==> config.mk <==
export PLATFORM = sky130hd
export DESIGN_NAME = ula_sequenciador
export DESIGN_NICKNAME = d
export VERILOG_FILES = /design/src/rtl/ula_sequenciador_pkg.sv /design/src/rtl/ula_sequenciador_fila_cmd.sv /design/src/rtl/ula_sequenciador.sv
export SDC_FILE = /design/constraint.sdc
export NUM_CORES = 1
export LEC_CHECK = 0
export CAP_MARGIN = 10
export CORE_ASPECT_RATIO = 0.5
export CORE_MARGIN = 5
export CORE_UTILIZATION = 54
export CTS_CLUSTER_DIAMETER = 100
export DETAILED_ROUTE_END_ITERATION = 7
export GPL_ROUTABILITY_DRIVEN = 0
export PLACE_DENSITY = 0.8
export SLEW_MARGIN = 5
export SYNTH_ARGS = -nofsm -noshare
export SYNTH_HDL_FRONTEND = slang
export SYNTH_SLANG_ARGS = --single-unit
export TNS_END_PERCENT = 50
==> constraint.sdc <==
create_clock -name clk -period 2.5 [get_ports clk]
set_input_delay 0.5 -clock clk [delete_from_list [all_inputs] [get_ports clk]]
set_output_delay 0.5 -clock clk [all_outputs]
set_load 0.1 [all_outputs]
==> src/rtl/ula_sequenciador_pkg.sv <==
// Shared encodings for the ULA command sequencer: FSM states and the
// opcode map understood by the ULA decoder.
package ula_sequenciador_pkg;

  typedef enum logic [1:0] {
    ST_IDLE  = 2'd0,
    ST_ISSUE = 2'd1,
    ST_WAIT  = 2'd2,
    ST_RESP  = 2'd3
  } estado_t;

  typedef enum logic [2:0] {
    OP_ADD  = 3'd0,
    OP_SUB  = 3'd1,
    OP_CMP  = 3'd2,
    OP_AND  = 3'd3,
    OP_OR   = 3'd4,
    OP_XOR  = 3'd5,
    OP_NEGA = 3'd6,
    OP_NEGB = 3'd7
  } opcode_t;

  localparam int OP_W = 3;

  // Latency counter width; never zero, even when LAT=1.
  function automatic int cnt_width(input int lat);
    return (lat > 1) ? $clog2(lat) : 1;
  endfunction

endpackage

==> src/rtl/ula_sequenciador_fila_cmd.sv <==
// Synchronous command FIFO; a full flag tells a full queue from an empty one
// because the pointers are equal in both cases.
module ula_fila_cmd #(
  parameter int WIDTH = 19,
  parameter int DEPTH = 4
) (
  input  logic             clk,
  input  logic             CLR,
  input  logic             push_i,
  input  logic             pop_i,
  input  logic [WIDTH-1:0] din_i,
  output logic [WIDTH-1:0] dout_o,
  output logic             full_o,
  output logic             empty_o
);

  localparam int PTR_W = (DEPTH > 1) ? $clog2(DEPTH) : 1;

  logic [WIDTH-1:0] mem_q [DEPTH];
  logic [PTR_W-1:0] wr_q, wr_d;
  logic [PTR_W-1:0] rd_q, rd_d;
  logic             full_q, full_d;
  logic             do_push, do_pop;

  assign empty_o = (wr_q == rd_q) && !full_q;
  assign full_o  = full_q;
  assign dout_o  = mem_q[rd_q];

  // No bypass: a full queue refuses a push even while it is being popped.
  assign do_push = push_i && !full_q;
  assign do_pop  = pop_i && !empty_o;

  always_comb begin
    wr_d   = do_push ? wr_q + PTR_W'(1) : wr_q;
    rd_d   = do_pop  ? rd_q + PTR_W'(1) : rd_q;
    full_d = full_q;
    if (do_push && !do_pop) begin
      full_d = (wr_d == rd_q);
    end else if (do_pop && !do_push) begin
      full_d = 1'b0;
    end
  end

  always_ff @(posedge clk or posedge CLR) begin
    if (CLR) begin
      wr_q   <= '0;
      rd_q   <= '0;
      full_q <= 1'b0;
    end else begin
      wr_q   <= wr_d;
      rd_q   <= rd_d;
      full_q <= full_d;
    end
  end

  always_ff @(posedge clk) begin
    if (do_push) begin
      mem_q[wr_q] <= din_i;
    end
  end

endmodule

==> src/rtl/ula_sequenciador.sv <==
// Initiator side of the ULA operand/result interface: queues commands, drives
// the ULA for its fixed latency and returns each result with its opcode.
module ula_sequenciador
  import ula_sequenciador_pkg::*;
#(
  parameter int WIDTH = 8,
  parameter int DEPTH = 4,
  parameter int LAT   = 4
) (
  input  logic             clk,
  input  logic             CLR,
  input  logic             cmd_valid,
  output logic             cmd_ready,
  input  logic [WIDTH-1:0] cmd_A,
  input  logic [WIDTH-1:0] cmd_B,
  input  logic [OP_W-1:0]  cmd_op,
  output logic [WIDTH-1:0] ula_A,
  output logic [WIDTH-1:0] ula_B,
  output logic [OP_W-1:0]  ula_OPCODE,
  output logic             ula_EN,
  input  logic [WIDTH:0]   ula_s,
  output logic             res_valid,
  input  logic             res_ready,
  output logic [WIDTH:0]   res_data,
  output logic [OP_W-1:0]  res_op,
  output logic             busy,
  output logic [7:0]       done_count
);

  localparam int CMD_W = 2 * WIDTH + OP_W;
  localparam int CNT_W = cnt_width(LAT);
  localparam logic [CNT_W-1:0] CNT_INIT = CNT_W'(LAT - 1);

  estado_t          estado_q;
  logic [CNT_W-1:0] cnt_q;
  logic [WIDTH-1:0] ula_A_q, ula_B_q;
  logic [OP_W-1:0]  ula_op_q;
  logic             ula_en_q;
  logic             res_valid_q;
  logic [WIDTH:0]   res_data_q;
  logic [OP_W-1:0]  res_op_q;
  logic [7:0]       done_q;

  logic [CMD_W-1:0] fifo_head;
  logic [WIDTH-1:0] head_a, head_b;
  logic [OP_W-1:0]  head_op;
  logic             fifo_full, fifo_empty;
  logic             pop;
  logic             captura;

  assign cmd_ready = !fifo_full;
  assign pop       = (estado_q == ST_IDLE) && !fifo_empty;
  assign {head_op, head_a, head_b} = fifo_head;

  ula_fila_cmd #(
    .WIDTH (CMD_W),
    .DEPTH (DEPTH)
  ) u_fila (
    .clk     (clk),
    .CLR     (CLR),
    .push_i  (cmd_valid && cmd_ready),
    .pop_i   (pop),
    .din_i   ({cmd_op, cmd_A, cmd_B}),
    .dout_o  (fifo_head),
    .full_o  (fifo_full),
    .empty_o (fifo_empty)
  );

  // With LAT=1 the ISSUE cycle itself is the capture cycle.
  assign captura = ((estado_q == ST_ISSUE) && (LAT == 1)) ||
                   ((estado_q == ST_WAIT) && (cnt_q == '0));

  always_ff @(posedge clk or posedge CLR) begin
    if (CLR) begin
      estado_q    <= ST_IDLE;
      cnt_q       <= '0;
      ula_A_q     <= '0;
      ula_B_q     <= '0;
      ula_op_q    <= '0;
      ula_en_q    <= 1'b0;
      res_valid_q <= 1'b0;
      res_data_q  <= '0;
      res_op_q    <= '0;
      done_q      <= '0;
    end else begin
      case (estado_q)
        ST_IDLE: begin
          if (!fifo_empty) begin
            ula_A_q  <= head_a;
            ula_B_q  <= head_b;
            ula_op_q <= head_op;
            cnt_q    <= CNT_INIT;
            // EN is high exactly LAT cycles before the capture edge, so for
            // LAT>1 it rises on the ISSUE edge, for LAT=1 on the pop edge.
            ula_en_q <= (LAT == 1);
            estado_q <= ST_ISSUE;
          end
        end
        ST_ISSUE, ST_WAIT: begin
          if (captura) begin
            res_data_q  <= ula_s;
            res_op_q    <= ula_op_q;
            res_valid_q <= 1'b1;
            ula_en_q    <= 1'b0;
            estado_q    <= ST_RESP;
          end else if (estado_q == ST_ISSUE) begin
            ula_en_q <= 1'b1;
            estado_q <= ST_WAIT;
          end else begin
            cnt_q <= cnt_q - CNT_W'(1);
          end
        end
        ST_RESP: begin
          if (res_ready) begin
            res_valid_q <= 1'b0;
            done_q      <= done_q + 8'd1;
            estado_q    <= ST_IDLE;
          end
        end
        default: estado_q <= ST_IDLE;
      endcase
    end
  end

  assign ula_A      = ula_A_q;
  assign ula_B      = ula_B_q;
  assign ula_OPCODE = ula_op_q;
  assign ula_EN     = ula_en_q;
  assign res_valid  = res_valid_q;
  assign res_data   = res_data_q;
  assign res_op     = res_op_q;
  assign done_count = done_q;
  assign busy       = (estado_q != ST_IDLE) || !fifo_empty;

endmodule

# Yosys cells after proc, flatten, opt, wreduce, memory -nomap -nowiden
# Memory sizes are Yosys's and may differ from the RTL's. A register that Yosys moved wholly into a read port is not among the register bits.
# Cells that the tools add are included.
dict set report op_classes {
  addsub 4
  multipliers 0
  div 0
  n_lt_le_gt_ge 0
  n_eq_ne 11
  shifts 0
  muxes 21
  n_bitwise 1
  n_reduce_logical 27
}
# cell count
set ops {}
lappend ops {{2-bit two-way mux} 8}
lappend ops {{2-bit inequality test, second input constant} 5}
lappend ops {{1-bit two-way mux} 9}
lappend ops {{3-bit AND reduction} 3}
lappend ops {{8-bit by 1-bit adder with 8-bit output, second input constant} 1}
lappend ops {{1-bit logical AND} 8}
lappend ops {{2-bit nonzero test} 4}
lappend ops {{2-bit case mux with 3 select lines} 1}
lappend ops {{2-bit AND reduction} 3}
lappend ops {{2-bit by 1-bit adder with 2-bit output, second input constant} 2}
lappend ops {{2-bit equality test} 2}
lappend ops {{2-bit equality test, second input constant} 2}
lappend ops {{1-bit zero test} 4}
lappend ops {{2-bit zero test} 2}
lappend ops {{1-bit case mux with 2 select lines} 2}
lappend ops {{2-bit case mux with 2 select lines} 1}
lappend ops {{4-bit AND reduction} 1}
lappend ops {{3-bit inequality test, second input constant} 1}
lappend ops {{2-bit by 1-bit equality test with 1-bit output, second input constant} 1}
lappend ops {{2-bit OR reduction} 1}
lappend ops {{2-bit by 1-bit subtractor with 2-bit output, second input constant} 1}
lappend ops {{1-bit logical OR} 1}
lappend ops {{1-bit inverter} 1}
dict set report totals {
  regBits 31
  latch_bits 0
  ram_bits 76
  romBits 0
  inputBits 32
  out_inout_bits 43
  word_cells 75
  mem_count 1
}
# memory words word_bits rd rd_clocked_by_memory_dff write_ports line
set memory_table {}
lappend memory_table {u_fila.mem_q 4 19 1 1 1 ula_sequenciador_fila_cmd.sv:19} ;# logic [WIDTH-1:0] mem_q [DEPTH];

# Longest topological paths before layout
dict set report depth {
  depth_word 8
  depth_mapped 8
  depth_no_buf 6
}

# Hierarchy
# Synthesis repeated with hierarchy kept, for this count alone.
dict set report unflattened {
  cells_unflattened 287
  area_unflattened_um2 5152.4
}
# mod instances cells_per_inst area_per_inst_um2 seq_area_each_um2
set by_module_without_submodules {}
lappend by_module_without_submodules {ula_fila_cmd 1 142 3139.3 2407.3}
lappend by_module_without_submodules {ula_sequenciador 1 145 2013.2 1126.1}

# Worst setup path after synthesis
# Ideal clock, no wire load.
dict set report synth_path {
  kind {flip-flop to output port}
  start {reg u_fila.full_q (netlist: u_fila.full_o)}
  end {out busy}
  t_arrival_ns 1.873
  required_ns 2.000
  path_slack_ns 0.127
  stages_incl_launch_ff 5
  n_path_buf 1
  cell_sequence {dfrtp_1 -> inv_1 -> and4_4 -> buf_6 -> inv_1}
}
dict set report synth_between {
  elab_chain_cells 4
}
# element line
set synth_lines {}
lappend synth_lines {{start: declaration} ula_sequenciador_fila_cmd.sv:22} ;# logic full_q, full_d;
lappend synth_lines {{start signal: assignment} ula_sequenciador_fila_cmd.sv:52} ;# full_q <= full_d;
lappend synth_lines {{1-bit zero test} --}
lappend synth_lines {{net cmd_ready} ula_sequenciador.sv:13} ;# output logic cmd_ready,
lappend synth_lines {{1-bit logical AND} ula_sequenciador_fila_cmd.sv:25} ;# assign empty_o = (wr_q == rd_q) && !full_q;
lappend synth_lines {{1-bit zero test} ula_sequenciador.sv:133} ;# assign busy = (estado_q != ST_IDLE) || !fifo_empty;
lappend synth_lines {{1-bit logical OR} ula_sequenciador.sv:133}
lappend synth_lines {{end: declaration} ula_sequenciador.sv:26} ;# output logic busy,
# The timed path passes the listed nets, and every way through them passes these cells.

# Final worst setup path
dict set report layout_path {
  start {reg u_fila.wr_q[0]}
  end {out busy}
}
dict set report layout_between {
  elab_chain_cells 4
}
# element line
set layout_lines {}
lappend layout_lines {{start: declaration} ula_sequenciador_fila_cmd.sv:20} ;# logic [PTR_W-1:0] wr_q, wr_d;
lappend layout_lines {{start signal: assignment} ula_sequenciador_fila_cmd.sv:50} ;# wr_q <= wr_d;
lappend layout_lines {{2-bit equality test} ula_sequenciador_fila_cmd.sv:25}
lappend layout_lines {{1-bit logical AND} ula_sequenciador_fila_cmd.sv:25}
lappend layout_lines {{1-bit zero test} ula_sequenciador.sv:133}
lappend layout_lines {{1-bit logical OR} ula_sequenciador.sv:133}
# Every way passes these cells.

==> summary by stage <==
Outcome
The flow ran to the end, and the final reports show no timing, DRC or antenna violations.

Floorplanning
After floorplanning, the core was sized to cover 8860 um2. The initial core utilization is 56.5%. The number of placed I/O pins is 75. In this run the core area contains 24 standard-cell rows.

The height of the die is 78.1 um. From left edge to right edge, the die measures 146 um. The die covers 11400 um2.

Clock network
TritonCTS built the clock tree. CTS built an H-tree with a depth of 4. The count of cells resized by post-cts repair is 0. After clock tree synthesis, the flow added hold-fix buffers numbering 0. The clock network latency to the later pin of the worst-skew pair is 0.41 ns.

The clock-pin transition on the worst setup and hold timing paths is 0.06 ns. For this design, the sink count on the clock tree is 126. TritonCTS created 17 clock buffers. In this run the deepest clock path goes through 2 buffers. The clock root buffer master is sky130_fd_sc_hd__clkbuf_16.

The number of setup buffers added after CTS is 0.

Place
The post-place instance area is 5870 um2. The count of port buffers added during placement is 74. The sum of net half-perimeters after detailed placement is 6450 um.

STA
In the finished design, the share of the clock period the worst path needs comes to 90.1%. The max-slew violation count is 0. The worst slack on hold paths is 0.462 ns.

The total count of hold-check failures in the final report came to 0. For the pin with the worst max-slew slack, the measured transition is 0.549 ns. The maximum clock frequency is 0.444 GHz.

The final clock skew is 0.00540 ns. The time the final worst path needs with I/O delays and setup is 2.25 ns. Measured against its own limit, the worst slew margin works out to 63.4%.

Setup repair after global routing left no endpoint under its margin. After routing, the total negative slack on setup checks comes to 0 ns. Setup violations remaining at the end of the flow were counted as 0.

Critical path
The critical path in this run is classified as flip-flop to output port. The required time of the worst setup path is 2.00 ns. The kind of start point of the critical path is a flip-flop. In this run the worst path has a maximum fanout of 6. The arrival time of the worst setup path is 1.75 ns.

The worst setup path is captured at an output port.

Global routing
Entering global routing, the biggest net connects 29 pins. The first global-routing pass estimated 16300 um of wire. The number of global-route vias before repair is 2890. The number of antenna violations at the first check in global routing came to 0.

Global routing finished with a remaining overflow of 0. In the global route stage, overall resource usage came out at 19.0%.

Synth
The mean instance size in the synthesized netlist is 18.8 um2. The synthesized design contains 76 enable-type register cells. Synthesis produced a netlist whose cell count is 267. The post-synthesis cell type count is 34. Counting flops with an async set or reset pin after synthesis yields a share of 39.7%. In this run the cell area of the synthesized design comes to 5010 um2. The share of the Yosys chip area taken by registers is 70.5%.

For this run, the leading register cell type out of synthesis is sky130_fd_sc_hd__edfxtp_1. The synthesized design contains 126 register bits. Yosys printed 0 warnings.

The post-synthesis net count is 310.

Cells and area
Cells fill 73.5% of the core in the end. The final non-filler cell area is 6520 um2. The area growth from synthesis to layout is 30.1%. The repair_antennas step left the layout with diodes totalling 0. Cells with a size suffix above 1 make up 38.3% of the layout. The final net count is 406.

Routing
The pre-antenna-repair detailed-routing pass consisted of 4 iterations. The routed layout has 2729 vias. For this run, design rule violations remaining after detail routing come to 0.

In the final routed layout, each cell accounts on average for 20.5 um. The routed design has 10100 um of wire. Dividing the detail-routed via count by the number of cells gives 5.54.

The number of nets still failing antenna checks after routing is 0. The initial DRC count is 151.

Worst hold path
The path class of the tightest hold or removal check is primary input to async pin.

Flow run
Max-cap violations in this run came to 0.
-- sequential cells by signal, indices dropped and copies added (netlist names) --
name	cells
u_fila.mem_q	76
res_data	9
done_count	8
ula_A	8
ula_B	8
res_op	3
ula_OPCODE	3
cnt_q	2
estado_q	2
u_fila.rd_q	2
u_fila.wr_q	2
res_valid	1
u_fila.full_o	1
ula_EN	1
-- routing by layer --
metal,vias up,track usage [%],routed length [um]
met5,-,0,0
met4,0,8.26,145
met3,15,5.29,501
met2,84,31.2,5150
met1,1428,24.2,4320
li1,1202,-,-
-- cells in the final DEF, fill, tap and decap left out, types with 2 or more instances in the layout --
cell type,count
sky130_fd_sc_hd__nand3_1,5
sky130_fd_sc_hd__clkinvlp_4,2
sky130_fd_sc_hd__nor2b_1,3
sky130_fd_sc_hd__a31oi_1,3
sky130_fd_sc_hd__buf_4,52
sky130_fd_sc_hd__xnor2_1,9
sky130_fd_sc_hd__mux2_1,4
sky130_fd_sc_hd__inv_1,11
sky130_fd_sc_hd__and2_1,5
sky130_fd_sc_hd__bufinv_16,4
sky130_fd_sc_hd__dfrtp_1,50
sky130_fd_sc_hd__inv_6,4
sky130_fd_sc_hd__edfxtp_1,76
sky130_fd_sc_hd__nand2_1,5
sky130_fd_sc_hd__buf_12,4
sky130_fd_sc_hd__and3_1,5
sky130_fd_sc_hd__clkbuf_16,17
sky130_fd_sc_hd__ha_1,11
sky130_fd_sc_hd__xor2_1,3
sky130_fd_sc_hd__mux2_2,31
sky130_fd_sc_hd__clkinv_4,4
sky130_fd_sc_hd__mux4_2,19
sky130_fd_sc_hd__clkdlybuf4s50_1,31
sky130_fd_sc_hd__a21oi_1,2
-- layout make-up --
| class | count | area (um2) |
|---|---|---|
| fillers | 530 | 2340 |
| multi-input cells | 119 | 1370 |
| clock buffers | 18 | 439 |
| clock inverters | 14 | 205 |
| well taps | 117 | 146 |
| repair buffers | 87 | 781 |
| inverters | 12 | 45.0 |
| flip-flops and latches | 126 | 3530 |
-- worst paths after layout --
check                                from       endpoint  slack, ns  depth (start not counted)
hold reg to reg             done_count[7]  done_count[7]       0.48                          1
hold / removal                        CLR    res_data[4]       0.46                          2
setup reg to reg           u_fila.wr_q[0]  u_fila.full_o       0.59                          6
max in group asynchronous             CLR  done_count[4]       1.49                          3
min in group clk            done_count[7]  done_count[7]       0.48                          1
setup / recovery           u_fila.wr_q[0]           busy       0.25                          4
-- Yosys cell counts (2+ instances only) --
master                     instances  area (um2)
sky130_fd_sc_hd__inv_1            12        45.0
sky130_fd_sc_hd__a31oi_1           3        18.8
sky130_fd_sc_hd__mux4_2           19         428
sky130_fd_sc_hd__mux2_2           31         349
sky130_fd_sc_hd__dfrtp_1          50        1250
sky130_fd_sc_hd__and2_1            5        31.3
sky130_fd_sc_hd__a21oi_1           2        10.0
sky130_fd_sc_hd__xor2_1            3        26.3
sky130_fd_sc_hd__nor2b_1           3        18.8
sky130_fd_sc_hd__nand3_1           5        25.0
sky130_fd_sc_hd__xnor2_1           9        78.8
sky130_fd_sc_hd__buf_4             2        15.0
sky130_fd_sc_hd__ha_1             11         138
sky130_fd_sc_hd__buf_6             2        22.5
sky130_fd_sc_hd__and3_1            5        31.3
sky130_fd_sc_hd__nand2_1           5        18.8
sky130_fd_sc_hd__mux2_1            4        45.0
sky130_fd_sc_hd__buf_2             4        20.0
sky130_fd_sc_hd__edfxtp_1         76        2280
sky130_fd_sc_hd__clkbuf_1          2        7.51
-- worst max-delay path, cell delays in order (launching register included) --
cell,delay (ns)
sky130_fd_sc_hd__dfrtp_1,0.49
sky130_fd_sc_hd__xnor2_2,0.26
sky130_fd_sc_hd__and4_4,0.33
sky130_fd_sc_hd__inv_1,0.10
sky130_fd_sc_hd__buf_12,0.17
-- kinds of logic after synthesis --
group	synth area share, %
flops	70.5
mux	16.9
simple gates	3.22
buf+inv	2.20
xor+xnor	2.42
compound gates	1.95
fa+ha+maj	2.75
-- per-stage QoR --
step           instances  setup WS (ns)
2_1_floorplan        267          0.127
3_3_place_gp         461          0.395
3_5_place_dp         461          0.360
4_1_cts              493          0.239
5_1_grt              493          0.188
6_report             493          0.248
Power is not shown: default switching activity piles up to over one toggle a cycle in this logic, so the estimate is an artifact.
